## config.mk

```make
export PLATFORM = sky130hd
export DESIGN_NAME = ps2_note_decoder
export DESIGN_NICKNAME = d
export VERILOG_FILES = /design/src/rtl/ps2_note_decoder.sv
export SDC_FILE = /design/constraint.sdc
export NUM_CORES = 1
export LEC_CHECK = 0
export BUFFER_PORTS_ARGS = -buffer_cell sky130_fd_sc_hd__buf_4
export CORE_MARGIN = 5
export CORE_UTILIZATION = 55
export DETAILED_ROUTE_END_ITERATION = 16
export PLACE_DENSITY_LB_ADDON = 0.05
export SLEW_MARGIN = 20
export SYNTH_ARGS = -nofsm -noshare
export SYNTH_HDL_FRONTEND = slang
export SYNTH_SLANG_ARGS = --single-unit
```

## constraint.sdc

```tcl
create_clock -name clk -period 8.8 [get_ports clk]
set_input_delay 0.88 -clock clk [delete_from_list [all_inputs] [get_ports clk]]
set_output_delay 0.88 -clock clk [all_outputs]
set_load 0.005 [all_outputs]
```

## src/rtl/ps2_note_decoder.sv

```systemverilog
// PS/2 keyboard receiver with make/break decoding into a 14-bit note divider word.
// origin = 0 means no note is held.
module ps2_note_decoder #(
  parameter int FILTER_LEN     = 4,
  parameter int TIMEOUT_CYCLES = 50000
) (
  input  logic        clk,
  input  logic        reset,
  input  logic        ps2_clk,
  input  logic        ps2_data,
  output logic [13:0] origin,
  output logic        key_valid,
  output logic [7:0]  scan_code,
  output logic        scan_strobe,
  output logic        frame_err
);

  localparam int FW = $clog2(FILTER_LEN + 1);
  localparam int TW = $clog2(TIMEOUT_CYCLES + 1);

  typedef enum logic [1:0] {S_IDLE, S_DATA, S_PARITY, S_STOP} state_t;

  logic [1:0]  r_clk_sync;
  logic [1:0]  r_data_sync;
  logic        r_filt;
  logic        r_filt_d;
  logic [FW-1:0] r_fcnt;
  state_t      r_state;
  logic [2:0]  r_bitcnt;
  logic [7:0]  r_shift;
  logic        r_par;
  logic [TW-1:0] r_tcnt;
  logic [7:0]  r_scan_code;
  logic        r_scan_strobe;
  logic        r_frame_err;
  logic [13:0] r_origin;
  logic        r_key_valid;
  logic        r_break;

  logic        w_fall;
  logic        w_data;
  logic [13:0] w_lut;
  logic [13:0] w_origin_next;
  logic        w_break_next;

  function automatic logic [13:0] note_lut(input logic [7:0] code);
    case (code)
      8'h15: note_lut = 14'd6826;   8'h1D: note_lut = 14'd7871;
      8'h24: note_lut = 14'd8798;   8'h2D: note_lut = 14'd9224;
      8'h2C: note_lut = 14'd10005;  8'h35: note_lut = 14'd10701;
      8'h3C: note_lut = 14'd11321;  8'h1C: note_lut = 14'd11606;
      8'h1B: note_lut = 14'd12126;  8'h23: note_lut = 14'd12591;
      8'h2B: note_lut = 14'd12804;  8'h34: note_lut = 14'd13194;
      8'h33: note_lut = 14'd13524;  8'h3B: note_lut = 14'd13852;
      8'h1A: note_lut = 14'd13994;  8'h22: note_lut = 14'd14255;
      8'h21: note_lut = 14'd14487;  8'h2A: note_lut = 14'd14593;
      8'h32: note_lut = 14'd14789;  8'h31: note_lut = 14'd14963;
      8'h3A: note_lut = 14'd15117;
      default: note_lut = 14'd0;
    endcase
  endfunction

  // Synchronizers idle high so reset does not fabricate a falling edge.
  always_ff @(posedge clk or posedge reset) begin
    if (reset) begin
      r_clk_sync  <= 2'b11;
      r_data_sync <= 2'b11;
      r_filt      <= 1'b1;
      r_filt_d    <= 1'b1;
      r_fcnt      <= '0;
    end else begin
      r_clk_sync  <= {r_clk_sync[0], ps2_clk};
      r_data_sync <= {r_data_sync[0], ps2_data};
      r_filt_d    <= r_filt;
      if (r_clk_sync[1] == r_filt) begin
        r_fcnt <= '0;
      end else if (r_fcnt == FW'(FILTER_LEN - 1)) begin
        r_filt <= r_clk_sync[1];
        r_fcnt <= '0;
      end else begin
        r_fcnt <= r_fcnt + 1'b1;
      end
    end
  end

  assign w_fall = r_filt_d & ~r_filt;
  assign w_data = r_data_sync[1];

  always_ff @(posedge clk or posedge reset) begin
    if (reset) begin
      r_state       <= S_IDLE;
      r_bitcnt      <= '0;
      r_shift       <= '0;
      r_par         <= 1'b0;
      r_tcnt        <= '0;
      r_scan_code   <= '0;
      r_scan_strobe <= 1'b0;
      r_frame_err   <= 1'b0;
    end else begin
      r_scan_strobe <= 1'b0;
      r_frame_err   <= 1'b0;
      if (r_state == S_IDLE) begin
        r_tcnt <= '0;
        if (w_fall && !w_data) begin
          r_state  <= S_DATA;
          r_bitcnt <= '0;
        end
      end else if (w_fall) begin
        r_tcnt <= '0;
        case (r_state)
          S_DATA: begin
            r_shift  <= {w_data, r_shift[7:1]};
            r_bitcnt <= r_bitcnt + 1'b1;
            if (r_bitcnt == 3'd7) r_state <= S_PARITY;
          end
          S_PARITY: begin
            r_par   <= w_data;
            r_state <= S_STOP;
          end
          default: begin
            // Odd parity: the nine bits together must carry an odd number of ones.
            if (w_data && (^{r_shift, r_par})) begin
              r_scan_code   <= r_shift;
              r_scan_strobe <= 1'b1;
            end else begin
              r_frame_err <= 1'b1;
            end
            r_state <= S_IDLE;
          end
        endcase
      end else if (r_tcnt == TW'(TIMEOUT_CYCLES - 1)) begin
        r_state     <= S_IDLE;
        r_frame_err <= 1'b1;
        r_tcnt      <= '0;
      end else begin
        r_tcnt <= r_tcnt + 1'b1;
      end
    end
  end

  assign w_lut = note_lut(r_scan_code);

  always_comb begin
    w_origin_next = r_origin;
    w_break_next  = r_break;
    if (r_scan_strobe) begin
      if (r_scan_code == 8'hF0) begin
        w_break_next = 1'b1;
      end else if (r_scan_code == 8'hE0) begin
        w_break_next = r_break;
      end else if (r_break) begin
        w_break_next = 1'b0;
        if (w_lut == r_origin) w_origin_next = 14'd0;
      end else if (w_lut != 14'd0) begin
        w_origin_next = w_lut;
      end
    end else if (r_frame_err) begin
      w_break_next = 1'b0;
    end
  end

  always_ff @(posedge clk or posedge reset) begin
    if (reset) begin
      r_origin    <= '0;
      r_key_valid <= 1'b0;
      r_break     <= 1'b0;
    end else begin
      r_origin    <= w_origin_next;
      r_key_valid <= (w_origin_next != 14'd0);
      r_break     <= w_break_next;
    end
  end

  assign origin      = r_origin;
  assign key_valid   = r_key_valid;
  assign scan_code   = r_scan_code;
  assign scan_strobe = r_scan_strobe;
  assign frame_err   = r_frame_err;

endmodule

```

==> key figures <==
Status
  – Result of the run: finished, final reports clean

Drt
  – DR vias/cell: 6.20
  – Overall via count from detail_route: 3379
  – Overall routed net length: 9590 um
  – Detailed Route Iter0 Violations: 220
  – Drt first pass iters: 5
  – Per-cell routed wire length: 17.6 um
  – Antenna violation net count after detailed routing: 0
  – DRC violations left: 0

Setup path
  – Highest net fanout along the worst path: 35
  – Crit path required time: 9.02 ns
  – Critical path class: reg -> reg
  – Worst EP arrival: 4.06 ns
  – Crit end category: flip-flop
  – Startpoint type of the worst setup path: flip-flop

Placement
  – Detailed placer's ending HPWL: 6820 um
  – RePlAce Congestion: 0.932
  – Number of placed cells counting well taps: 529
  – PortBufs: 28
  – Pre-CTS setup slack: 5.00 ns

STA
  – Total setup violations reported at the end of the flow: 0
  – Highest Clock Rate: 0.261 GHz
  – Tightest Pin Transition: 1.04 ns
  – Slack of the critical path: 4.96 ns
  – Setup repair after global routing missed its margin: false
  – Clock skew: 0.0104 ns
  – Fin Setup TNS: 0 ns
  – Final Hold Violating Endpoints: 0
  – Post-route minimum period: 3.84 ns
  – Portion of the clock cycle consumed by the worst path in the final layout: 43.6%
  – Max Transition Viols Final: 0
  – Slew Limit Headroom: 30.9%

Cells and area
  – Multi-input combinational cell area: 2350 um2
  – Sequential cell area: 1630 um2
  – Fraction of layout instances using a drive strength above 1: 18.6%
  – Final cell count without fillers: 545
  – Layout filler cell count: 643
  – Area added between synthesis and finish: 11.2%
  – Number of nets in the final layout: 461
  – Final standard cell utilization of the core: 63.1%
  – # diodes: 0

Yosys
  – Leading post-synthesis cells by instance count: dfrtp_1 (59), nor2_1 (34), nand2_1 (25)
  – Yosys cell types: 68
  – Share of flip-flops with an asynchronous set or reset after synthesis: 100%
  – Yosys top cell area share: 35.7%
  – Share of the yosys chip area belonging to registers: 39.5%
  – Number of flops mapped to enable cells by yosys: 0
  – Synth warn: 0
  – Most common flop cell mapped by yosys: dfrtp_1
  – Post-synthesis instance area: 4140 um2
  – Cell taking the most area after synthesis: dfrtp_1
  – Mapped Avg Cell Area: 9.83 um2
  – Dominant cell by count in the synthesized netlist: dfrtp_1
  – Cell types with the largest area share after synthesis: dfrtp_1 (36%), mux2_2 (6.0%), ha_1 (4.8%)
  – Count of state elements after synthesis: 65
  – Gate Count Post-Synth: 421
  – Net count after synthesis: 441

Power
  – Clock group share of total power: 30.0%
  – Int Pwr: 614 uW
  – Power per standard cell area: 197 nW/um2
  – Largest vdd supply drop: 0.203 mV
  – Switching Power: 294 uW
  – Static leakage: 0.00207 uW
  – Share of power burned in combinational logic: 27.9%
  – Sw Share: 32.4%
  – Part of the total power dissipated in sequential elements: 42.1%

CTS
  – H-tree Lvls: 3
  – Setup Fix Bufs, Post-CTS: 0
  – Cell at the root of the clock tree: clkbuf_8
  – # hold bufs at CTS: 0
  – Insertion delay of the later-clocked pin in the worst-skew pair: 0.34 ns
  – TritonCTS clock tree: built
  – CTS buffer count: 9
  – Quantity of gates resized following cts: 0
  – Total number of clock tree sinks: 65
  – Deepest clock path buffer count: 2
  – Clock input transition at the sequential cells of the worst setup and hold paths: 0.07 ns

Global routing
  – Maximum number of pins on one net before global-route repair: 66
  – Aggregate global routing overflow: 0
  – GR Util All Layers: 21.3%
  – Global-route wire length before repair: 16500 um
  – Initial antenna violation count: 0
  – Via count of the first global-routing pass: 3363

Floorplanning
  – Floorplan die area: 9350 um2
  – I/O Pins: 29
  – Initial cell density of the core: 56.7%
  – Chip Height: 96.7 um
  – Core Footprint: 7290 um2
  – Standard-cell row count: 31
  – Width of the die: 96.7 um

Flow run
  – Number of maximum-capacitance constraint violations: 0

Worst hold path
  – Class of the tightest hold or removal check: reg -> reg
worst max-delay path, stage by stage (launching register included):
cell and delay, ns:
dfrtp_1 1.02, mux2_2 0.44, and2_1 0.17, o311ai_1 0.29, o22ai_1 0.12, or4_4 0.53
nor4_4 0.36, o22ai_2 0.27, a2111o_1 0.50
flip-flops by register name (all words and copies together) (netlist names):
register / cells
r_fcnt: 3
scan_code: 8
r_data_sync: 2
r_shift: 8
r_state: 2
r_break: 1
scan_strobe: 1
origin: 14
frame_err: 1
r_filt: 1
r_par: 1
r_clk_sync: 2
key_valid: 1
r_bitcnt: 3
r_filt_d: 1
r_tcnt: 16
kinds of logic after synthesis:
logic type | share of synthesized area (%)
adder cells (fa/ha/maj) | 4.84
AO/OA/AOI/OAI | 16.0
buffers and inverters | 3.75
flip-flops | 39.5
XOR/XNOR | 6.56
AND/OR/NAND/NOR | 21.7
multiplexers | 7.68
metrics by stage:
| stage | power [uW] | hold slack, ns | cell area (um2) |
|---|---|---|---|
| 5_1_grt | 968 | 0.365 | 4600 |
| 6_report | 907 | 0.356 | 4600 |
| 4_1_cts | 917 | 0.358 | 4600 |
| 3_5_place_dp | 639 | 0.349 | 4390 |
| 2_1_floorplan | 581 | 0.345 | 4140 |
| 3_3_place_gp | 630 | 0.346 | 4390 |
layer usage:
layer / track usage [%] / routed length, um
met1: 27.0 / 4140
met2: 35.2 / 4680
met3: 4.53 / 512
met4: 8.86 / 248
met5: 0 / 0
layout by cell type, fill, tap and decap left out, types with 3 or more instances in the layout:
master and n:
nand3_1 12, dfstp_2 6, a22o_1 5, buf_4 30, a21oi_1 14, mux2i_1 7
nand2_1 25, xor2_1 14, inv_1 14, or3_1 5, clkbuf_8 9, nor2_1 34
nand2b_1 13, nor3_1 6, nand4_1 6, a211oi_1 3, nor4_1 6, nor3b_1 5
dfrtp_1 59, o21ai_0 13, a31oi_1 4, and3_1 9, ha_1 16, o221ai_1 5
xnor2_1 17, nor2b_1 12, mux2_2 22, a32o_1 4, o2111ai_1 3, and2_1 6
o2bb2ai_1 3, or2_2 4
power groups by stage:
stage | combinational [uW] | sequential, uW | clock [uW]
3_5_place_dp | 252 | 387 | 0
3_3_place_gp | 245 | 385 | 0
2_1_floorplan | 206 | 375 | 0
4_1_cts | 254 | 382 | 281
5_1_grt | 283 | 390 | 295
6_report | 253 | 382 | 272
final cells by class:
cell class	instances	share of cell area, %
clock buffer	11	2.86
clock inverter	5	1.74
inverter	15	1.22
multi-input combinational	320	51.0
sequential	65	35.5
tap	99	2.69
timing repair buffer	30	4.90
worst paths after layout:
| check | startpoint | end | slack (ns) | cells after the start |
|---|---|---|---|---|
| worst max-delay path | scan_code[2] | key_valid | 4.96 | 8 |
| worst min-delay path | r_clk_sync[0] | r_clk_sync[1] | 0.36 | 0 |
| worst max register to register | scan_code[2] | key_valid | 4.96 | 8 |
| worst min register to register | r_clk_sync[0] | r_clk_sync[1] | 0.36 | 0 |
| max in group asynchronous | reset | scan_code[0] | 7.51 | 3 |
| min in group asynchronous | reset | r_fcnt[1] | 0.77 | 3 |
Power figures use the tool's default switching activity.
